**src/rtl/i2c_slave_regbank.sv**
```systemverilog
// I2C slave front end for a byte register space: pointer byte, then writes or reads with auto-increment.
// Optional general-call support is enabled by defining I2C_SLV_GEN_CALL_EN.
module i2c_slave_regbank #(
  parameter logic [6:0]  SLAVE_ADDRESS = 7'h21,
  parameter int unsigned DEPTH         = 16,
  localparam int         PTR_W         = $clog2(DEPTH)
) (
  input  logic             clk,
  input  logic             rst_n,
  input  logic             scl_i,
  input  logic             sda_i,
  output logic             scl_o,
  output logic             sda_o,
  output logic             wr_valid,
  output logic [PTR_W-1:0] wr_addr,
  output logic [7:0]       wr_data,
  output logic [PTR_W-1:0] rd_addr,
  input  logic [7:0]       rd_data,
  output logic             busy,
  output logic             gcall
);

`ifdef I2C_SLV_GEN_CALL_EN
  localparam bit GC_EN = 1'b1;
`else
  localparam bit GC_EN = 1'b0;
`endif

  // state    | meaning
  // IDLE     | waiting for START
  // ADDR     | shifting in 7-bit address + R/W
  // ADDR_ACK | acknowledging our address
  // PTR      | receiving register pointer byte
  // WR       | receiving data bytes (or general-call bytes)
  // RD       | transmitting data bytes, sampling master ACK
  // WAIT     | bus released until STOP/START
  typedef enum logic [2:0] {
    S_IDLE, S_ADDR, S_ADDR_ACK, S_PTR, S_WR, S_RD, S_WAIT
  } state_t;

  state_t           state_q, state_d;
  logic [2:0]       scl_sync_q, scl_sync_d, sda_sync_q, sda_sync_d;
  logic [3:0]       bit_cnt_q, bit_cnt_d;
  logic [7:0]       shift_q, shift_d;
  logic [PTR_W-1:0] ptr_q, ptr_d;
  logic             sda_o_q, sda_o_d;
  logic             wr_valid_q, wr_valid_d;
  logic [PTR_W-1:0] wr_addr_q, wr_addr_d;
  logic [7:0]       wr_data_q, wr_data_d;
  logic             busy_q, busy_d;
  logic             gcall_q, gcall_d;
  logic             rw_q, rw_d;
  logic             gc_q, gc_d;
  logic             mack_q, mack_d;

  logic       scl_rise, scl_fall, start_det, stop_det;
  logic [7:0] rx_byte;

  assign scl_rise  = scl_sync_q[1] & ~scl_sync_q[2];
  assign scl_fall  = ~scl_sync_q[1] & scl_sync_q[2];
  assign start_det = ~sda_sync_q[1] & sda_sync_q[2] & scl_sync_q[1];
  assign stop_det  = sda_sync_q[1] & ~sda_sync_q[2] & scl_sync_q[1];
  assign rx_byte   = {shift_q[6:0], sda_sync_q[1]};

  always_comb begin
    scl_sync_d = {scl_sync_q[1:0], scl_i};
    sda_sync_d = {sda_sync_q[1:0], sda_i};
    state_d    = state_q;
    bit_cnt_d  = bit_cnt_q;
    shift_d    = shift_q;
    ptr_d      = ptr_q;
    sda_o_d    = sda_o_q;
    wr_valid_d = 1'b0;
    wr_addr_d  = wr_addr_q;
    wr_data_d  = wr_data_q;
    busy_d     = busy_q;
    gcall_d    = 1'b0;
    rw_d       = rw_q;
    gc_d       = gc_q;
    mack_d     = mack_q;

    if (stop_det) begin
      state_d   = S_IDLE;
      bit_cnt_d = 4'd0;
      sda_o_d   = 1'b1;
      busy_d    = 1'b0;
      mack_d    = 1'b0;
    end else if (start_det) begin
      state_d   = S_ADDR;
      bit_cnt_d = 4'd0;
      sda_o_d   = 1'b1;
      busy_d    = 1'b0;
      mack_d    = 1'b0;
    end else begin
      case (state_q)
        S_ADDR: begin
          if (scl_rise) begin
            shift_d = rx_byte;
            if (bit_cnt_q != 4'd7) begin
              bit_cnt_d = bit_cnt_q + 4'd1;
            end else if (rx_byte[7:1] == SLAVE_ADDRESS) begin
              state_d   = S_ADDR_ACK;
              bit_cnt_d = 4'd8;
              busy_d    = 1'b1;
              rw_d      = rx_byte[0];
              gc_d      = 1'b0;
            end else if (GC_EN && rx_byte == 8'h00) begin
              state_d   = S_ADDR_ACK;
              bit_cnt_d = 4'd8;
              busy_d    = 1'b1;
              rw_d      = 1'b0;
              gc_d      = 1'b1;
            end else begin
              state_d   = S_IDLE;
              bit_cnt_d = 4'd0;
            end
          end
        end
        S_ADDR_ACK: begin
          // first fall drives the ACK, second fall ends the slot
          if (scl_fall) begin
            if (sda_o_q) begin
              sda_o_d = 1'b0;
            end else if (rw_q) begin
              state_d   = S_RD;
              bit_cnt_d = 4'd0;
              shift_d   = rd_data;
              sda_o_d   = rd_data[7];
              ptr_d     = ptr_q + 1'b1;
              mack_d    = 1'b0;
            end else begin
              state_d   = gc_q ? S_WR : S_PTR;
              bit_cnt_d = 4'd0;
              sda_o_d   = 1'b1;
            end
          end
        end
        S_PTR, S_WR: begin
          if (scl_rise && bit_cnt_q < 4'd8) begin
            shift_d   = rx_byte;
            bit_cnt_d = bit_cnt_q + 4'd1;
            if (bit_cnt_q == 4'd7) begin
              if (state_q == S_PTR) begin
                ptr_d = rx_byte[PTR_W-1:0];
              end else if (gc_q) begin
                gcall_d   = 1'b1;
                wr_data_d = rx_byte;
              end else begin
                wr_valid_d = 1'b1;
                wr_addr_d  = ptr_q;
                wr_data_d  = rx_byte;
                ptr_d      = ptr_q + 1'b1;
              end
            end
          end else if (scl_fall && bit_cnt_q == 4'd8) begin
            if (sda_o_q) begin
              sda_o_d = 1'b0;
            end else begin
              sda_o_d   = 1'b1;
              bit_cnt_d = 4'd0;
              state_d   = S_WR;
            end
          end
        end
        S_RD: begin
          if (scl_rise) begin
            if (bit_cnt_q < 4'd8) begin
              bit_cnt_d = bit_cnt_q + 4'd1;
            end else if (sda_sync_q[1]) begin
              state_d   = S_WAIT;
              bit_cnt_d = 4'd0;
            end else begin
              mack_d = 1'b1;
            end
          end else if (scl_fall) begin
            if (bit_cnt_q >= 4'd1 && bit_cnt_q <= 4'd7) begin
              sda_o_d = shift_q[6];
              shift_d = {shift_q[6:0], 1'b0};
            end else if (bit_cnt_q == 4'd8) begin
              if (mack_q) begin
                shift_d   = rd_data;
                sda_o_d   = rd_data[7];
                ptr_d     = ptr_q + 1'b1;
                bit_cnt_d = 4'd0;
                mack_d    = 1'b0;
              end else begin
                sda_o_d = 1'b1;
              end
            end
          end
        end
        default: ;
      endcase
    end
  end

  always_ff @(posedge clk or negedge rst_n) begin
    if (!rst_n) begin
      state_q    <= S_IDLE;
      scl_sync_q <= 3'b111;
      sda_sync_q <= 3'b111;
      bit_cnt_q  <= 4'd0;
      shift_q    <= 8'h00;
      ptr_q      <= '0;
      sda_o_q    <= 1'b1;
      wr_valid_q <= 1'b0;
      wr_addr_q  <= '0;
      wr_data_q  <= 8'h00;
      busy_q     <= 1'b0;
      gcall_q    <= 1'b0;
      rw_q       <= 1'b0;
      gc_q       <= 1'b0;
      mack_q     <= 1'b0;
    end else begin
      state_q    <= state_d;
      scl_sync_q <= scl_sync_d;
      sda_sync_q <= sda_sync_d;
      bit_cnt_q  <= bit_cnt_d;
      shift_q    <= shift_d;
      ptr_q      <= ptr_d;
      sda_o_q    <= sda_o_d;
      wr_valid_q <= wr_valid_d;
      wr_addr_q  <= wr_addr_d;
      wr_data_q  <= wr_data_d;
      busy_q     <= busy_d;
      gcall_q    <= gcall_d;
      rw_q       <= rw_d;
      gc_q       <= gc_d;
      mack_q     <= mack_d;
    end
  end

  assign scl_o    = 1'b1;
  assign sda_o    = sda_o_q;
  assign wr_valid = wr_valid_q;
  assign wr_addr  = wr_addr_q;
  assign wr_data  = wr_data_q;
  assign rd_addr  = ptr_q;
  assign busy     = busy_q;
  assign gcall    = gcall_q;

endmodule

```
**config.mk**
```make
export PLATFORM = sky130hd
export DESIGN_NAME = i2c_slave_regbank
export DESIGN_NICKNAME = d
export VERILOG_FILES = /design/src/rtl/i2c_slave_regbank.sv
export SDC_FILE = /design/constraint.sdc
export NUM_CORES = 1
export LEC_CHECK = 0
export BUFFER_PORTS_ARGS = -buffer_cell sky130_fd_sc_hd__buf_4
export CELL_PAD_IN_SITES_DETAIL_PLACEMENT = 0
export CELL_PAD_IN_SITES_GLOBAL_PLACEMENT = 2
export CORE_MARGIN = 5
export CORE_UTILIZATION = 30
export CTS_CLUSTER_SIZE = 14
export DETAILED_ROUTE_END_ITERATION = 10
export GPL_TIMING_DRIVEN = 0
export MAX_ROUTING_LAYER = met4
export PLACE_DENSITY = 0.74
export SLEW_MARGIN = 20
export SYNTH_ARGS = -nofsm -noshare
export SYNTH_HDL_FRONTEND = slang
export SYNTH_SLANG_ARGS = --single-unit
```
**constraint.sdc**
```tcl
create_clock -name clk -period 4.77 [get_ports clk]
set_clock_uncertainty 0.15 [all_clocks]
set_input_delay 0 -clock clk [delete_from_list [all_inputs] [get_ports clk]]
set_output_delay 0 -clock clk [all_outputs]
set_load 0.1 [all_outputs]
```
**Word level (Yosys, flattened, before mapping)**

Index checks and enable logic that the tools add are counted.

- $add $sub $neg: 2
- Magnitude comparators: 3
- Equal/unequal tests: 45
- Multiplexer cells: 93
- Bitwise logic cells: 14
- Reduce and logical (&&, ||, !) cells: 21

Operator list:

| operator | count |
|---|---|
| 2-to-1 mux 4 bit | 27 |
| 2-to-1 mux 7 bit | 10 |
| inequality test 4 bit, second input constant | 13 |
| inequality test 5 bit, second input constant | 8 |
| 2-to-1 mux 3 bit | 13 |
| 2-to-1 mux 1 bit | 36 |
| case mux 7 bit (4 select lines) | 1 |
| inequality test 2 bit, second input constant | 11 |
| AND reduction 9 bit | 2 |
| case mux 4 bit (4 select lines) | 1 |
| AND reduction 13 bit | 1 |
| case mux 3 bit (4 select lines) | 1 |
| case mux 4 bit (3 select lines) | 1 |
| AND reduction 12 bit | 1 |
| AND reduction 6 bit | 2 |
| nonzero test 3 bit | 4 |
| AND reduction 11 bit | 1 |
| inequality test 3 bit, second input constant | 3 |
| adder 4 x 1 -> 4 bit, second input constant | 2 |
| inverter 1 bit | 8 |
| nonzero test 4 bit | 2 |
| == test 7 x 6 -> 1 bit, second input constant | 1 |
| AND reduction 7 bit | 1 |
| AND 1 bit | 6 |
| 18 further kinds | 22 |

- Register bits after elaboration: 41
- Output and inout port bits: 21

**Depth between registers and ports, before layout**

Gate-level depths: netlist of the first run.

- Word-level depth: 8
- Depth in mapped cells: 8

**Worst setup path after synthesis of the first run**

Ideal clock, no wire load.

- Path type: register -> register
- From: reg scl_sync_q[1]
- To: reg wr_addr_q[0], in the netlist wr_addr[0]
- Setup time: 0.126 ns
- Arrival time: 2.116 ns
- Data required time: 4.494 ns
- Slack: 2.378 ns
- Cell stages (with the launch flop): 7
- Cells stage by stage: dfstp_2 > ha_1 > buf_2 > nand4b_1 > nor4_2 > buf_4 > mux2_2

- Word-level cells in the longest chain between the ends: 3
- Elaborated cells on any way between the ends: 7
- Classes of those cells: bitwise (5); reduce/logical (2)

Ends and longest elaborated chain:

| what | line | RTL |
|---|---|---|
| from (decl) | 42 | `logic [2:0] scl_sync_q, scl_sync_d, sda_sync_q, sda_sync_d;` |
| from (signal assigned) | 216 | `scl_sync_q <= scl_sync_d;` |
| AND 1 bit, on equally long branches | 59, 61, 62 |  |
| logical AND 1 bit / inverter 1 bit (equally long branches) | n/a |  |
| AND reduction 6 bit (no line) (*) | n/a |  |
| to (signal assigned) | 223 | `wr_addr_q <= wr_addr_d;` |
| to (decl) | 48 | `logic [PTR_W-1:0] wr_addr_q, wr_addr_d;` |

Mark *: on every way between the ends. The rest lies on a longest branch, timed or not.
A chain may end at the register's enable or synchronous reset.

**Worst setup path in the final report of the first run**

- From: reg scl_sync_q[1]
- To: reg wr_data_q[3], in the netlist wr_data[3]

- Word-level cells in the longest chain between the ends: 3
- Elaborated cells on any way between the ends: 7
- Classes of those cells: bitwise (5); reduce/logical (2)

Ends and longest elaborated chain:

| what | line | RTL |
|---|---|---|
| AND 1 bit, on equally long branches | 59, 61, 62 |  |
| logical AND 1 bit / inverter 1 bit (equally long branches) | n/a |  |
| AND reduction 6 bit (no line) (*) | n/a |  |
| to (signal assigned) | 224 | `wr_data_q <= wr_data_d;` |
| to (decl) | 49 | `logic [7:0] wr_data_q, wr_data_d;` |

Marks and branches as above.

==> results of run 1 <==
==> registers in the layout (all words and copies together), names as in the netlist <==
signal and cells:
bit_cnt_q 4, wr_addr 4, rd_addr 4, scl_sync_q 3
mack_q 1, rw_q 1, sda_sync_q 3, shift_q 7
busy 1, wr_valid 1, sda_o 1, state_q 3
wr_data 8
==> kinds of logic after synthesis <==
logic type / count (synthesis) / share of synthesized area, %
flops: 41 / 39.5
buf+inv: 29 / 5.64
mux: 31 / 13.1
xor+xnor: 1 / 0.334
simple gates: 80 / 18.1
fa+ha+maj: 7 / 3.34
compound gates: 74 / 19.6
other cells: 2 / 0.287
==> power by group <==
part | internal (uW) | switching [uW]
clock | 157 | 141
combinational | 159 | 200
sequential | 393 | 49.6
total | 708 | 391
==> cell usage after synthesis (6+ instances only) <==
library cell and instances:
dfstp_2 7, nand3_1 6, ha_1 7, mux2_2 25, a31oi_1 9, inv_1 10, clkbuf_1 6, dfrtp_1 34
a21oi_1 17, nand2_1 17, nor2_1 14, nand2b_1 6, o21ai_0 13
==> worst min-delay path by stage <==
stage,startpoint,endpoint,slack (ps),depth (start not counted)
after floorplan,rst_n,bit_cnt_q[0],-450,0
after global routing,rst_n,mack_q,120,2
after global placement,rst_n,mack_q,-130,1
final,rst_n,mack_q,70,2
after detailed placement,rst_n,mack_q,-120,1
after CTS,rst_n,bit_cnt_q[3],100,2
==> metal layers <==
metal	wire length (um)	GRT usage [%]
met1	3490	20.8
met2	3460	23.8
met3	392	2.41
met4	73	3.49
met5	0	-
==> area by class of cell <==
class                   count  area (um^2)  area share (%)
multi-input cells         195         1440            45.0
flip-flops and latches     41         1030            32.4
repair buffers             40          325            10.2
well taps                 108          135            4.23
plain buffers              19          110            3.45
clock buffers               5         68.8            2.15
clock inverters             3         46.3            1.45
inverters                  10         37.5            1.17
==> stage by stage <==
stage	setup slack, ps	area [um^2]	util [%]
finish	1780	3200	37.0
global route	1630	3200	37.0
CTS	1750	3200	37.0
detailed placement	1790	2980	34.5
global placement	1790	2980	34.5
floorplan	2380	2620	-
==> critical path: stages, from the launching register on <==
cell and delay [ps]:
dfstp_2 610, ha_1 230, buf_2 250, nand4b_1 330, nor4_2 650, buf_4 300
mux2_2 350
==> timing repair <==
action,in CTS,in global routing
hold buffers,10,0
endpoints found under the setup margin,0,0
endpoints found under the hold margin,50,0
==> flow_summary.ini, run 1 <==
[floorplanning]
initial_core_util_pct = 30.3
core_mm2 = 0.00864
fp.dieW_um = 103
dieArea_mm2 = 0.0107
ios = 33
rows = 34
dieHeight_um = 103

[timing]
holdWs_ps = 66.6
drv_slew = 0
worstMarginPinSlew_ps = 598
finalHoldViolCount = 0
fmax_mhz = 334
finalSetupViolCount = 0
rsz0062_at_grt = false
layout_min_cycle_time_ps = 2990
finalSetupTns_ps = 0
relSlewSlack_pct = 59.8
fin_crit_sh_pct = 62.8

[final_layout]
num_antenna_cells = 0
layout-drive-gt1-share_pct = 28.1
mostFrequentLayoutCells = buf_4 (35), dfrtp_1 (34), mux2_2 (25), nand2_1 (17), a21oi_1 (17)
layout_commonest_cell = buf_4
syn_to_final_growth_pct = 22.0
nets = 331
fin_cells = 421
nFillCells = 902

[synth]
syn_nets = 284
yosys_warnings = 0
synthDistinctLibCells = 63
ys_seq_elements = 41
avgSynthCellArea_um2 = 9.89
synth_area_leader_cell = dfrtp_1
ys.flop_type = dfrtp_1
ys_seq_area_share_pct = 39.5
synth-async-reset-ratio_pct = 100
synth_edf_count = 0
syn_area_mm2 = 0.00262
synth.area.top_cells = dfrtp_1 (32%), mux2_2 (11%), dfstp_2 (7.0%), ha_1 (3.3%), a21oi_1 (3.2%)
synth_cells = 265
synth_top_area_share_pct = 32.5

[clocking]
tritoncts = yes
h-tree-depth = 2
numCtsBuffers = 5
ctsRootBufferMaster = clkbuf_8
clkTransAtPathRegs_ps = 90
cts-resized-gates = 0
insertion_delay_ps = 300
cts_setup_buffers = 0
cts.sinks = 41
cts_buffer_depth = 2

[place]
dp_cells = 403
hpwl_um = 5290
io_buffer_count = 30
globalplace.congestion = 0.876

[global_routing]
grtUsageTotal_pct = 15.2
grt-ovfl-total = 0
grt_pass1_wl_um = 12300
grt_pass1_vias = 2228
grt_max_degree = 42
antenna_found_initial = 0

[flow_run]
cap_violations = 0

[setup_path]
worst_setup_path_start_kind = flop
crit_end = wr_data[3]
reg2reg_depth = 6
worstReg2RegEnd = wr_data[3]
startpoint = scl_sync_q[1]
critical_path_required_ps = 4810
timing.rr.start = scl_sync_q[1]
path_class = reg2reg
crit_fanout = 10
r2r_setup_slack_ps = 1780
arrival_ps = 3030
endpoint_kind = flop

[drt]
drt_iter0_drc = 117
wire_per_inst_um = 17.6
ant_nets = 0
drc = 0
wirelength_um = 7410
first_pass_iters = 4
vias_per_cell = 5.38
vias = 2263

[pwr]
p_leak_uw = 0.00145
power_uw = 1100
powerDensity_mw_per_mm2 = 344
peakVddDrop_mv = 0.154

[run_status]
status = finished, final reports clean

[worst_hold_path]
hold_path_class = in2async
(Power assumes the default switching activity.)
==> run 2, diff against run 1 <==
==> constraint.sdc (replaced) <==
create_clock -name clk -period 3.1 [get_ports clk]
set_clock_uncertainty 0.15 [all_clocks]
set_input_delay 0 -clock clk [delete_from_list [all_inputs] [get_ports clk]]
set_output_delay 0 -clock clk [all_outputs]
set_load 0.1 [all_outputs]
==> run 2 against run 1 <==
First-iteration DRC count grew 17%. Global-route usage is the same. Power grew 54%. Critical endpoint is now wr_data[4]. Highest routed layer unchanged.
==> flow_summary.ini, run 2 (synthesis results as in run 1) <==
[run_status]
status = finished, final reports clean

[timing]
finalHoldViolCount = 0
holdWs_ps = 66.3
layout_min_cycle_time_ps = 2870
rsz0062_at_grt = false
fin_crit_sh_pct = 92.6
finalSetupTns_ps = 0
worstMarginPinSlew_ps = 605
fmax_mhz = 348
drv_slew = 0
relSlewSlack_pct = 59.6
finalSetupViolCount = 0

[final_layout]
num_antenna_cells = 0
largest_reg_flops = 8
syn_to_final_growth_pct = 22.3
layout_commonest_cell = buf_4
nets = 331
mostFrequentLayoutCells = buf_4 (35), dfrtp_1 (34), mux2_2 (25), nand2_1 (17), a21oi_1 (17)
nFillCells = 902
layout-drive-gt1-share_pct = 28.1

[place]
globalplace.congestion = 0.876
hpwl_um = 5290
io_buffer_count = 30

[global_routing]
grt_max_degree = 42
grt_pass1_vias = 2228
grtUsageTotal_pct = 15.2
grt_pass1_wl_um = 12300
antenna_found_initial = 0
grt-ovfl-total = 0

[flow_run]
cap_violations = 0

[pwr]
switchingPower_uw = 603
combPwrFrac_pct = 32.7
p_seq_share_pct = 40.2
powerDensity_mw_per_mm2 = 528
p_leak_uw = 0.00145
peakVddDrop_mv = 0.237
p_clk_share_pct = 27.1
swShare_pct = 35.6
intPower_uw = 1090

[drt]
wire_per_inst_um = 17.5
wirelength_um = 7380
vias = 2246
ant_nets = 0
first_pass_iters = 4
drc = 0
drt_iter0_drc = 137
vias_per_cell = 5.33

[clocking]
cts.sinks = 41
insertion_delay_ps = 300
tritoncts = yes
ctsRootBufferMaster = clkbuf_8
cts_setup_buffers = 0
clkTransAtPathRegs_ps = 90
cts_buffer_depth = 2
numCtsBuffers = 5
h-tree-depth = 2

[setup_path]
path_class = reg2reg
worst_setup_path_start_kind = flop
critPathTopFamily = simple AND/OR/NAND/NOR gates
endpoint_kind = flop
crit_fanout = 10
critical_path_required_ps = 3140
slowest_stage = dfstp_2
arrival_ps = 2910
path_cells = ha_1, buf_2, nand4b_1, nor4_4, buf_4, mux2_2
critical_path.max_stage_delay_ps = 610
path_buf_inv = 2

[worst_hold_path]
hold_path_class = in2async

[floorplanning]
initial_core_util_pct = 30.3
core_mm2 = 0.00864
ios = 33
rows = 34
dieArea_mm2 = 0.0107
fp.dieW_um = 103
dieHeight_um = 103
## run 2: power groups by stage
stage	combinational [uW]	sequential, uW	clock, uW
2_1_floorplan	398	683	0
3_3_place_gp	541	691	0
3_5_place_dp	541	692	0
4_1_cts	554	682	476
5_1_grt	608	694	500
6_report	554	680	458
## run 2: path summary, 6_finish.rpt
path / start / cells after the start / slack (ps) / end
hold / removal: rst_n / 2 / 70 / bit_cnt_q[3]
hold reg to reg: scl_sync_q[0] / 0 / 210 / scl_sync_q[1]
min in group clk: rd_data[7] / 5 / 180 / sda_o
setup reg to reg: scl_sync_q[1] / 6 / 230 / wr_data[4]
max in group asynchronous: rst_n / 2 / 2350 / wr_addr[3]
setup / recovery: scl_sync_q[1] / 6 / 230 / wr_data[4]
## run 2: repair_timing
| action | CTS | global route |
|---|---|---|
| hold endpoints to repair | 50 | 0 |
| resized for setup | 0 | 1 |
| hold buffers | 10 | 0 |
| endpoints found under the setup margin | 0 | 9 |
## run 2: area by class of cell
cell class / instances / area (um^2) / area share [%]
clock inverters: 3 / 46.3 / 1.44
repair buffers: 40 / 325 / 10.2
plain buffers: 19 / 110 / 3.44
clock buffers: 5 / 68.8 / 2.15
well taps: 108 / 135 / 4.22
inverters: 10 / 37.5 / 1.17
multi-input cells: 195 / 1450 / 45.1
flip-flops and latches: 41 / 1030 / 32.3
## run 2: metrics by stage
step	instances	cell area, um^2	utilization [%]	setup WS, ps	total power [uW]
after global routing	421	3200	37.1	95.9	1800
after CTS	421	3200	37.0	79.0	1710
after detailed placement	403	2980	34.5	121	1230
final	421	3200	37.1	230	1690
after global placement	403	2980	34.5	123	1230
after floorplan	265	2620	-	708	1080
## run 2: metal layers
| layer | global-route usage, % | vias to the layer above | part of all wire [%] |
|---|---|---|---|
| met1 | 20.8 | 1114 | 48 |
| met5 | - | - | 0 |
| met3 | 2.41 | 5 | 3.8 |
| li1 | - | 1075 | - |
| met2 | 23.8 | 52 | 47 |
| met4 | 3.49 | 0 | 0.75 |
==> run 3, diff against run 2 <==
--- a/config.mk
+++ b/config.mk
@@ -5,6 +5,7 @@
 export SDC_FILE = /design/constraint.sdc
 export NUM_CORES = 1
 export LEC_CHECK = 0
+export ABC_AREA = 1
 export BUFFER_PORTS_ARGS = -buffer_cell sky130_fd_sc_hd__buf_4
 export CELL_PAD_IN_SITES_DETAIL_PLACEMENT = 0
 export CELL_PAD_IN_SITES_GLOBAL_PLACEMENT = 2
@@ -14,7 +15,7 @@
 export DETAILED_ROUTE_END_ITERATION = 10
 export GPL_TIMING_DRIVEN = 0
 export MAX_ROUTING_LAYER = met4
-export PLACE_DENSITY = 0.74
+export PLACE_DENSITY = 0.81
 export SLEW_MARGIN = 20
 export SYNTH_ARGS = -nofsm -noshare
 export SYNTH_HDL_FRONTEND = slang
==> run 3 against run 2 <==
Non-clock buffer count down 9. Flip-flop and latch count unchanged. Global-route usage up 0.54 points. Power up 30%. Worst hold slack worse by 8.3 ps. Via count up 17%. Critical path type unchanged. Synthesized cell count up 49%. Area after synthesis up 6.4%. Count of clock-buffer cells in the layout unchanged. Core utilization down 0.58 points. Sequential power up 7.4%.
==> flow_summary.ini, run 3 <==
[setup_path]
timing.rr.start = scl_sync_q[1]
endpoint_kind = flop
r2r_setup_slack_ps = 960
critical_path_required_ps = 3140
path_class = reg2reg
reg2reg_depth = 8
worst_setup_path_start_kind = flop
worstReg2RegEnd = rd_addr[2]
crit_fanout = 7
arrival_ps = 2180

[final_layout]
fin_cells = 554
regArea_mm2 = 0.00103
layout_commonest_cell = nand2_1
mostFrequentLayoutCells = nand2_1 (130), nand3_1 (40), nor2_1 (35), buf_4 (34), dfrtp_1 (34)
utilization_pct = 36.5
nFillCells = 959
largest_reg_flops = 8
syn_to_final_growth_pct = 19.9
num_antenna_cells = 0
nets = 461
multi_input_area_mm2 = 0.00153
layout-drive-gt1-share_pct = 23.3

[floorplanning]
initial_core_util_pct = 30.5
rows = 35
dieHeight_um = 106
dieArea_mm2 = 0.0113
fp.dieW_um = 106
core_mm2 = 0.00915
ios = 33

[global_routing]
grt_use_met1_pct = 20.9
antenna_found_initial = 0
grt_max_degree = 42
use_met3_pct = 1.94
top_usage_layer = met2
grt-ovfl-total = 0
grtUsageMet2_pct = 26.0
grtUsageTotal_pct = 15.8
grt_pass1_vias = 2584
grt_pass1_wl_um = 13700

[drt]
vias = 2619
first_pass_iters = 4
drc = 0
wirelength_um = 8230
wire_per_inst_um = 14.9
ant_nets = 0
vias_per_cell = 4.73
drt_iter0_drc = 169

[synth]
synth_area_leader_cell = dfrtp_1
syn_area_mm2 = 0.00279
synth_cells = 395
synth.area.top_cells = dfrtp_1 (31%), nand2_1 (17%), nand3_1 (7.2%), dfstp_2 (6.6%), nor2_1 (4.7%)
synthMuxAreaShare_pct = 0
ys_seq_elements = 41
synthDistinctLibCells = 31
avgSynthCellArea_um2 = 7.06
synth_top_area_share_pct = 30.5
synth_edf_count = 0
yosysMostFrequentCell = nand2_1
synthAdderAreaFrac_pct = 3.14
synth-async-reset-ratio_pct = 100
syn_nets = 414
synth-compound-area-share_pct = 9.51
ys.flop_type = dfrtp_1
synth_top_cells_by_count = nand2_1 (130), nand3_1 (40), nor2_1 (35)
synth_top_family_by_area = simple AND/OR/NAND/NOR gates
yosys.area_share.simple_pct = 41.4
yosys_warnings = 0
ys_seq_area_share_pct = 37.1
synthXorXnorAreaFrac_pct = 0.628

[clocking]
insertion_delay_ps = 310
hold_buffers = 10
clkTransAtPathRegs_ps = 110
cts_setup_buffers = 0
cts-resized-gates = 0
cts.sinks = 41
tritoncts = yes
h-tree-depth = 2
ctsRootBufferMaster = clkbuf_8
cts_buffer_depth = 2
numCtsBuffers = 5

[pwr]
peakVddDrop_mv = 0.411
powerDensity_mw_per_mm2 = 656
p_leak_uw = 0.00172
power_uw = 2190

[worst_hold_path]
hold_path_class = in2async

[timing]
finalSetupViolCount = 0
finalHoldViolCount = 0
worstMarginPinSlew_ps = 540
layout_min_cycle_time_ps = 2140
relSlewSlack_pct = 64.0
fmax_mhz = 468
drv_slew = 0
fin_crit_sh_pct = 68.9
rsz0062_at_grt = false
holdWs_ps = 58.0
finalSetupTns_ps = 0

[place]
io_buffer_count = 30
hpwl_um = 6350
globalplace.congestion = 0.925
dp_cells = 536

[run_status]
status = finished, final reports clean

[flow_run]
cap_violations = 0
## run 3: changes by cell type after synthesis, moves of 21 or more
cell,previous run,this run
nand2_1,17,130
inv_1,10,33
mux2_2,25,0
nand3_1,6,40
nor2_1,14,35
## run 3: layout make-up
cell class                 count  area share [%]
clock buffer                   5            2.06
sequential                    41            31.0
multi-input combinational    303            45.8
clock inverter                 3           0.636
tap                          111            4.15
inverter                      41            4.68
timing repair buffer          40            9.73
buffer                        10            1.98
## run 3: cell families after synthesis
logic type / Yosys count
simple gates: 247
compound gates: 45
xor+xnor: 2
fa+ha+maj: 7
other cells: 2
buf+inv: 51
flops: 41
## run 3: how the worst max path moves through the flow
stage                   end  slack, ps           from
2_1_floorplan    rd_addr[2]       1250     rd_addr[1]
6_report         rd_addr[2]        960  scl_sync_q[1]
3_5_place_dp   bit_cnt_q[3]        960  scl_sync_q[1]
3_3_place_gp   bit_cnt_q[3]        980  scl_sync_q[1]
5_1_grt        bit_cnt_q[3]        750  scl_sync_q[1]
4_1_cts          rd_addr[2]        940  scl_sync_q[1]
## run 3: metal layers
| metal | vias up | wire length [um] |
|---|---|---|
| met5 | - | 0 |
| li1 | 1354 | - |
| met4 | 0 | 78 |
| met2 | 55 | 3890 |
| met1 | 1202 | 3880 |
| met3 | 8 | 389 |
## run 3: stage by stage
| stage | worst slack, ps | area (um^2) |
|---|---|---|
| 2_1_floorplan | 1250 | 2790 |
| 3_3_place_gp | 981 | 3150 |
| 3_5_place_dp | 958 | 3150 |
| 4_1_cts | 943 | 3340 |
| 5_1_grt | 748 | 3340 |
| 6_report | 964 | 3340 |
## run 3: power breakdown
| group | switching, uW | internal [uW] | total [uW] | leakage, uW |
|---|---|---|---|---|
| sequential | 97.6 | 632 | 730 | 0.000535 |
| combinational | 771 | 311 | 1080 | 0.00114 |
| clock | 221 | 160 | 381 | 0.0000445 |
## run 3: worst max-delay path, cell delays in order (launching register included)
cell and delay [ps]:
dfstp_2 590, ha_1 240, inv_1 130, nor2_2 220, nor2_1 120, nor3_4 320
nand2_2 130, nand2_1 70, nand2_1 50
